`src/rtl/row_bias.sv`:
```
// row_bias: per-row one-hot value permutation table.
// After reset the table is shuffled one swap per clock (Fisher-Yates),
// driven by an external pseudo-random word. Once ready, one-hot index
// lookups return the permuted one-hot value one cycle later.
// Build option: define ROW_BIAS_SHUFFLE_EN to build the shuffle; without it
// the table is a fixed identity and ready rises one edge after reset.
module row_bias #(
  parameter int LEN        = 9,
  parameter int RAND_WIDTH = 8
) (
  input  logic                  clock,
  input  logic                  reset,
  input  logic [RAND_WIDTH-1:0] random,
  input  logic                  update,
  input  logic [LEN-1:0]        rqindex,
  output logic [LEN-1:0]        valtotry,
  output logic                  ready
);

  localparam int KW = $clog2(LEN);

  logic [LEN-1:0] bias [LEN];
  logic [LEN-1:0] sel  [LEN];
  logic [LEN-1:0] hit;

`ifdef ROW_BIAS_SHUFFLE_EN
  logic [KW-1:0] k;
  logic [KW-1:0] j;
  logic          last_step;

  // Swap partner: k plus a random offset into the not-yet-fixed tail.
  always_comb begin
    j         = KW'(32'(k) + (32'(random) % (32'(LEN) - 32'(k))));
    last_step = (k == KW'(LEN - 2));
  end

  // Table: identity on reset, one swap of entries k and j per shuffle step.
  // When j equals k both branches collapse to the same entry, so it holds.
  always_ff @(posedge clock or posedge reset) begin
    if (reset) begin
      for (int i = 0; i < LEN; i++) begin
        bias[i] <= LEN'(1) << i;
      end
    end else if (!ready) begin
      for (int i = 0; i < LEN; i++) begin
        if (KW'(i) == k) begin
          bias[i] <= bias[j];
        end else if (KW'(i) == j) begin
          bias[i] <= bias[k];
        end
      end
    end
  end

  // Shuffle counter; the step that fixes position LEN-2 finishes the table.
  always_ff @(posedge clock or posedge reset) begin
    if (reset) begin
      k     <= '0;
      ready <= 1'b0;
    end else if (!ready) begin
      k <= k + KW'(1);
      if (last_step) begin
        ready <= 1'b1;
      end
    end
  end
`else
  logic unused_random;
  assign unused_random = ^random;

  // Fixed identity table when no shuffle is built.
  for (genvar gi = 0; gi < LEN; gi++) begin : g_ident
    assign bias[gi] = LEN'(1) << gi;
  end

  // Ready one edge after reset release.
  always_ff @(posedge clock or posedge reset) begin
    if (reset) begin
      ready <= 1'b0;
    end else begin
      ready <= 1'b1;
    end
  end
`endif

  // Per-entry select: an index bit passes its table entry through.
  for (genvar gi = 0; gi < LEN; gi++) begin : g_sel
    assign sel[gi] = rqindex[gi] ? bias[gi] : '0;
  end

  // OR of selected entries; multi-hot requests merge, zero request gives zero.
  always_comb begin
    hit = '0;
    for (int i = 0; i < LEN; i++) begin
      hit = hit | sel[i];
    end
  end

  // Lookup register: loads only on accepted requests once the table is final.
  always_ff @(posedge clock or posedge reset) begin
    if (reset) begin
      valtotry <= '0;
    end else if (ready && update) begin
      valtotry <= hit;
    end
  end

endmodule

```
`config.mk`:
```
export PLATFORM = sky130hd
export DESIGN_NAME = row_bias
export DESIGN_NICKNAME = d
export VERILOG_FILES = /design/src/rtl/row_bias.sv
export SDC_FILE = /design/constraint.sdc
export NUM_CORES = 1
export LEC_CHECK = 0
export BUFFER_PORTS_ARGS = -buffer_cell sky130_fd_sc_hd__buf_2
export CAP_MARGIN = 10
export CORE_UTILIZATION = 28
export CTS_BUF_LIST = sky130_fd_sc_hd__clkbuf_4 sky130_fd_sc_hd__clkbuf_8
export CTS_CLUSTER_DIAMETER = 150
export DETAILED_ROUTE_END_ITERATION = 8
export RECOVER_POWER = 100
export SETUP_SLACK_MARGIN = 0.02
export SYNTH_ARGS = -nofsm -noshare
export SYNTH_HDL_FRONTEND = slang
export SYNTH_SLANG_ARGS = --single-unit
```
`constraint.sdc`:
```
create_clock -name clock -period 2.6 [get_ports clock]
set_input_delay 0.13 -clock clock [delete_from_list [all_inputs] [get_ports clock]]
set_output_delay 0.13 -clock clock [all_outputs]
set_load 0.01 [all_outputs]
```
### Yosys cells after proc, flatten, opt, wreduce, memory -nomap -nowiden

Index checks and enable logic that the tools add are counted.

* register bits: 10
* logic and storage cells: 20
* input bits: 20

* mux-type cells: 9
* reductions and logical operators: 1
* bitwise logic cells: 8

Operators by type and width (count)
* 9-bit 2-to-1 mux: 1
* 8-bit by 9-bit OR with 9-bit output: 1
* 8-bit 2-to-1 mux: 1
* 7-bit by 8-bit OR with 8-bit output: 1
* 7-bit 2-to-1 mux: 1
* 6-bit by 7-bit OR with 7-bit output: 1
* 6-bit 2-to-1 mux: 1
* 5-bit by 6-bit OR with 6-bit output: 1
* 5-bit 2-to-1 mux: 1
* 4-bit by 5-bit OR with 5-bit output: 1
* 4-bit 2-to-1 mux: 1
* 3-bit by 4-bit OR with 4-bit output: 1
* 3-bit 2-to-1 mux: 1
* 2-bit by 3-bit OR with 3-bit output: 1
* 2-bit 2-to-1 mux: 1
* 1-bit by 2-bit OR with 2-bit output: 1
* 1-bit logical AND: 1
* 1-bit 2-to-1 mux: 1

### Depth between registers and ports, before layout

* word-level depth: 9
* depth in mapped cells: 2
* mapped depth without buffers: 2

### Least setup slack after synthesis

Ideal clock, no wire load.

* path type: register to register
* start point: register ready
* end point: register valtotry[0]
* path buffers: 0
* path slack: 1595 ps
* clock period less this slack: 1005 ps
* cell stages (with the launch flop): 3
* data arrival time: 880 ps
* required time: 2475 ps
* path through: dfrtp_1 nand2_4 mux2_2

* cells in the longest elaborated chain, start to end: 1

RTL lines
* from (decl): RTL line 17 `output logic ready`
* from (signal assigned): RTL line 79 `ready <= 1'b0;`
* from (signal assigned): RTL line 81 `ready <= 1'b1;`
* 1-bit logical AND: RTL line 103 `end else if (ready && update) begin`
* to (signal assigned): RTL line 104 `valtotry <= hit;`
* to (decl): RTL line 16 `output logic [LEN-1:0] valtotry,`

No other way between the ends.
A chain may end at the register's enable or synchronous reset.

### Final worst setup path

Ends and elaborated chain as after synthesis.

==> reports/summary.txt <==
FINAL LAYOUT
---------------------------------------------------------------------------------
Final antenna diode count                                                       0
Share of post-route cells with drive strength above 1                       50.0%
Layout overhead on the synthesized area                                     40.2%
Multi-input gate area                                                     109 um2
Seq. cell area                                                            250 um2
Nets                                                                           69
Fill cell instance count of the final layout                                  122

TIMING
---------------------------------------------------------------------------------
Clock Skews                                                           0.000439 ns
Post-route fraction of the period consumed by the critical path             45.4%
PnR worst setup slack                                                     1.42 ns
Setup repair after global routing missed its margin                         false
Upper clock frequency limit                                               847 MHz
Final Setup Violations                                                          0
Slew Viols, Final                                                               0
Total count of hold-check failures in the final report                          0
Final Critical Period                                                     1.18 ns
Fin Setup TNS                                                                0 ns

ROUTE
---------------------------------------------------------------------------------
Post-route ant nets                                                             0
Total Routed Length                                                        678 um
Vias                                                                          263
Post-route DRC violation count                                                  0
TritonRoute pass-1 iters                                                        2
Routed wirelength normalized by instance count                            10.9 um
Wire length the detailed router placed on met1                             295 um
Met2 routed WL                                                             324 um
Ratio of routed vias to standard cells                                       4.24
Top layer in use                                                             met3
WL met3                                                                     59 um
DR iter-0 viols                                                                 2

SYNTHESIS
---------------------------------------------------------------------------------
Flip-flop and latch count after synthesis                                      10
Cell types with the highest counts after synthesis                   sky130_fd_sc_hd__dfrtp_1, sky130_fd_sc_hd__mux2_2, sky130_fd_sc_hd__conb_1, sky130_fd_sc_hd__inv_1, sky130_fd_sc_hd__nand2_4
Ranking of synthesized cells by area                                 sky130_fd_sc_hd__dfrtp_1, sky130_fd_sc_hd__mux2_2, sky130_fd_sc_hd__nand2_4
Netlist area before placement                                             370 um2
Count of cell types in the netlist                                              5
Library cell occupying the most area in the post-synthesis netlist   sky130_fd_sc_hd__dfrtp_1
Area share of the largest cell type after synthesis                         67.6%
Syn nets                                                                       42
Dominant register cell in the synthesized netlist                    sky130_fd_sc_hd__dfrtp_1
Post-Syn Instances                                                             22
Most numerous cell in the Yosys netlist                              sky130_fd_sc_hd__dfrtp_1
Sequential-to-total area share from yosys stat                              67.6%
Yosys synthesis warning count                                                   0
EDFF count, synth                                                               0
Mean area per synthesized cell                                           16.8 um2
Share of flip-flops with an asynchronous set or reset                        100%

SETUP PATH
---------------------------------------------------------------------------------
RR Endpoint                                                           valtotry[0]
Crit path max-delay cell type                                        sky130_fd_sc_hd__dfrtp_1
Length in cells of the worst reg-to-reg path                                    2
Capturing element type of the critical path                                  flop
Critical-path cell list                                              nand2_1 -> mux2_2
Worst Setup Start Kind                                                       flop
Peak per-stage delay on the critical path                                 0.38 ns
Critical path required time                                               2.75 ns
Maximum fanout along the worst path                                             9
Launch point of the worst reg-to-reg path                                   ready
Source of the critical timing path                                          ready
Arrival time of data at the critical path endpoint                        1.33 ns
Type of the worst setup path                                         flop to flop
Internal reg-to-reg setup slack                                           1.42 ns

FLOORPLANNING
---------------------------------------------------------------------------------
Y dimension of the die                                                    38.4 um
# rows                                                                         12
Die footprint                                                            1470 um2
Horizontal die dimension                                                  38.4 um
Starting density of the core                                                31.6%
Num ports                                                                      30
Core area                                                                1170 um2

WORST HOLD PATH
---------------------------------------------------------------------------------
Critical hold path startpoint                                          rqindex[1]
Cell depth of the worst hold path                                               2
Worst hold-check path type                                           input port to flop
WHS Endpoint                                                          valtotry[1]

CLOCK NETWORK
---------------------------------------------------------------------------------
Clk buf depth                                                                   2
Post-CTS Setup Inserts                                                          0
Worst-skew pair later-pin latency                                         0.26 ns
Clock tree sinks                                                               10
Clock buffer count from CTS                                                     3
Clock root buffer                                                    sky130_fd_sc_hd__clkbuf_4
Clock-pin slew on the worst setup and hold paths                          0.06 ns
CTS H-Tree Depth                                                                1
Clock tree from TritonCTS                                                    done

PLACED DESIGN
---------------------------------------------------------------------------------
Input/output buffers                                                           21
Minimum setup slack after placement                                       1.58 ns
Placer Congestion                                                           0.597

GLOBAL ROUTING
---------------------------------------------------------------------------------
Global Route Usage Sum                                                      11.5%
Wire length of the first global-routing pass                              1.05 mm
Via count of the first global-routing pass                                    256
GRT overflow                                                                    0
Number of antenna violations at the first check in global routing               0
Pin count of the biggest net entering global routing                           11

POWER AND IR DROP
---------------------------------------------------------------------------------
Pwr dens                                                               745 nW/um2
Static Leakage                                                           0.246 nW
Worst VDD drop                                                           0.292 mV
Pwr Total                                                              0.000387 W

FLOW RUN
---------------------------------------------------------------------------------
# Max-Cap Violations                                                            0

RUN STATUS
---------------------------------------------------------------------------------
Run status                                                           finished, final reports clean

## how the worst max path moves through the flow
stage / to / cells past startpoint
2_1_floorplan: valtotry[0] / 2
3_3_place_gp: valtotry[7] / 2
3_5_place_dp: valtotry[0] / 2
4_1_cts: valtotry[0] / 2
5_1_grt: valtotry[3] / 2
6_report: valtotry[0] / 2
## registers in the layout, summed over array words and instances (netlist names)
signal    count
ready         1
valtotry      9
## cell usage in the layout, fill, tap and decap left out
cell / n
sky130_fd_sc_hd__buf_2: 11
sky130_fd_sc_hd__clkbuf_1: 10
sky130_fd_sc_hd__dfrtp_1: 10
sky130_fd_sc_hd__mux2_2: 9
sky130_fd_sc_hd__clkbuf_4: 3
sky130_fd_sc_hd__nand2_1: 1
sky130_fd_sc_hd__inv_1: 1
sky130_fd_sc_hd__clkbuf_8: 1
sky130_fd_sc_hd__dlygate4sd3_1: 1
sky130_fd_sc_hd__conb_1: 1
## cell type report
class	instances	area share (%)
Timing Repair Buffer	22	19.8
Sequential cell	10	48.2
Clock buffer	4	6.99
Tap cell	14	3.37
Multi-Input combinational cell	11	21.0
Inverter	1	0.723
## worst max-delay path: cells and delay by family, from the launching register on
family | cells | cell delay (ns)
and+or+nand+nor | 1 | 0.30
muxes | 1 | 0.38
DFF | 1 | 0.38
## stage by stage
| step | hold WS [ns] | cell area (um2) | cells | util [%] |
|---|---|---|---|---|
| after CTS | 0.0820 | 539 | 62 | 46.0 |
| after detailed placement | 0.117 | 493 | 57 | 42.1 |
| after floorplan | -0.0298 | 370 | 22 | - |
| final | 0.0946 | 519 | 62 | 44.3 |
| after global placement | 0.110 | 493 | 57 | 42.1 |
| after global routing | 0.0915 | 519 | 62 | 44.3 |
## what timing repair did
action / CTS / global route
hold buffers: 1 / 0
gates resized for setup: 0 / 0
endpoints found under the hold margin: 10 / 0
## where the power goes
part           switching [W]  total (W)  leakage (nW)  internal (W)
registers         0.00000957   0.000187         0.117      0.000177
logic              0.0000310  0.0000631         0.107     0.0000321
clock network      0.0000523   0.000137        0.0210     0.0000850
total              0.0000929   0.000387         0.246      0.000294
## routing by layer
metal,track usage [%],up-vias
li1,-,125
met2,17.4,15
met1,12.7,123
met5,0,-
met3,3.49,0
met4,10.3,0
## logic make-up (layout without fill, tap and decap cells)
group	Yosys count	in the layout	synth area share, %
mux	9	9	27.4
other cells	1	1	1.01
simple gates	1	1	3.04
flops	10	10	67.6
buf+inv	1	27	1.01
Note: power is estimated with default switching activity, not from simulation.
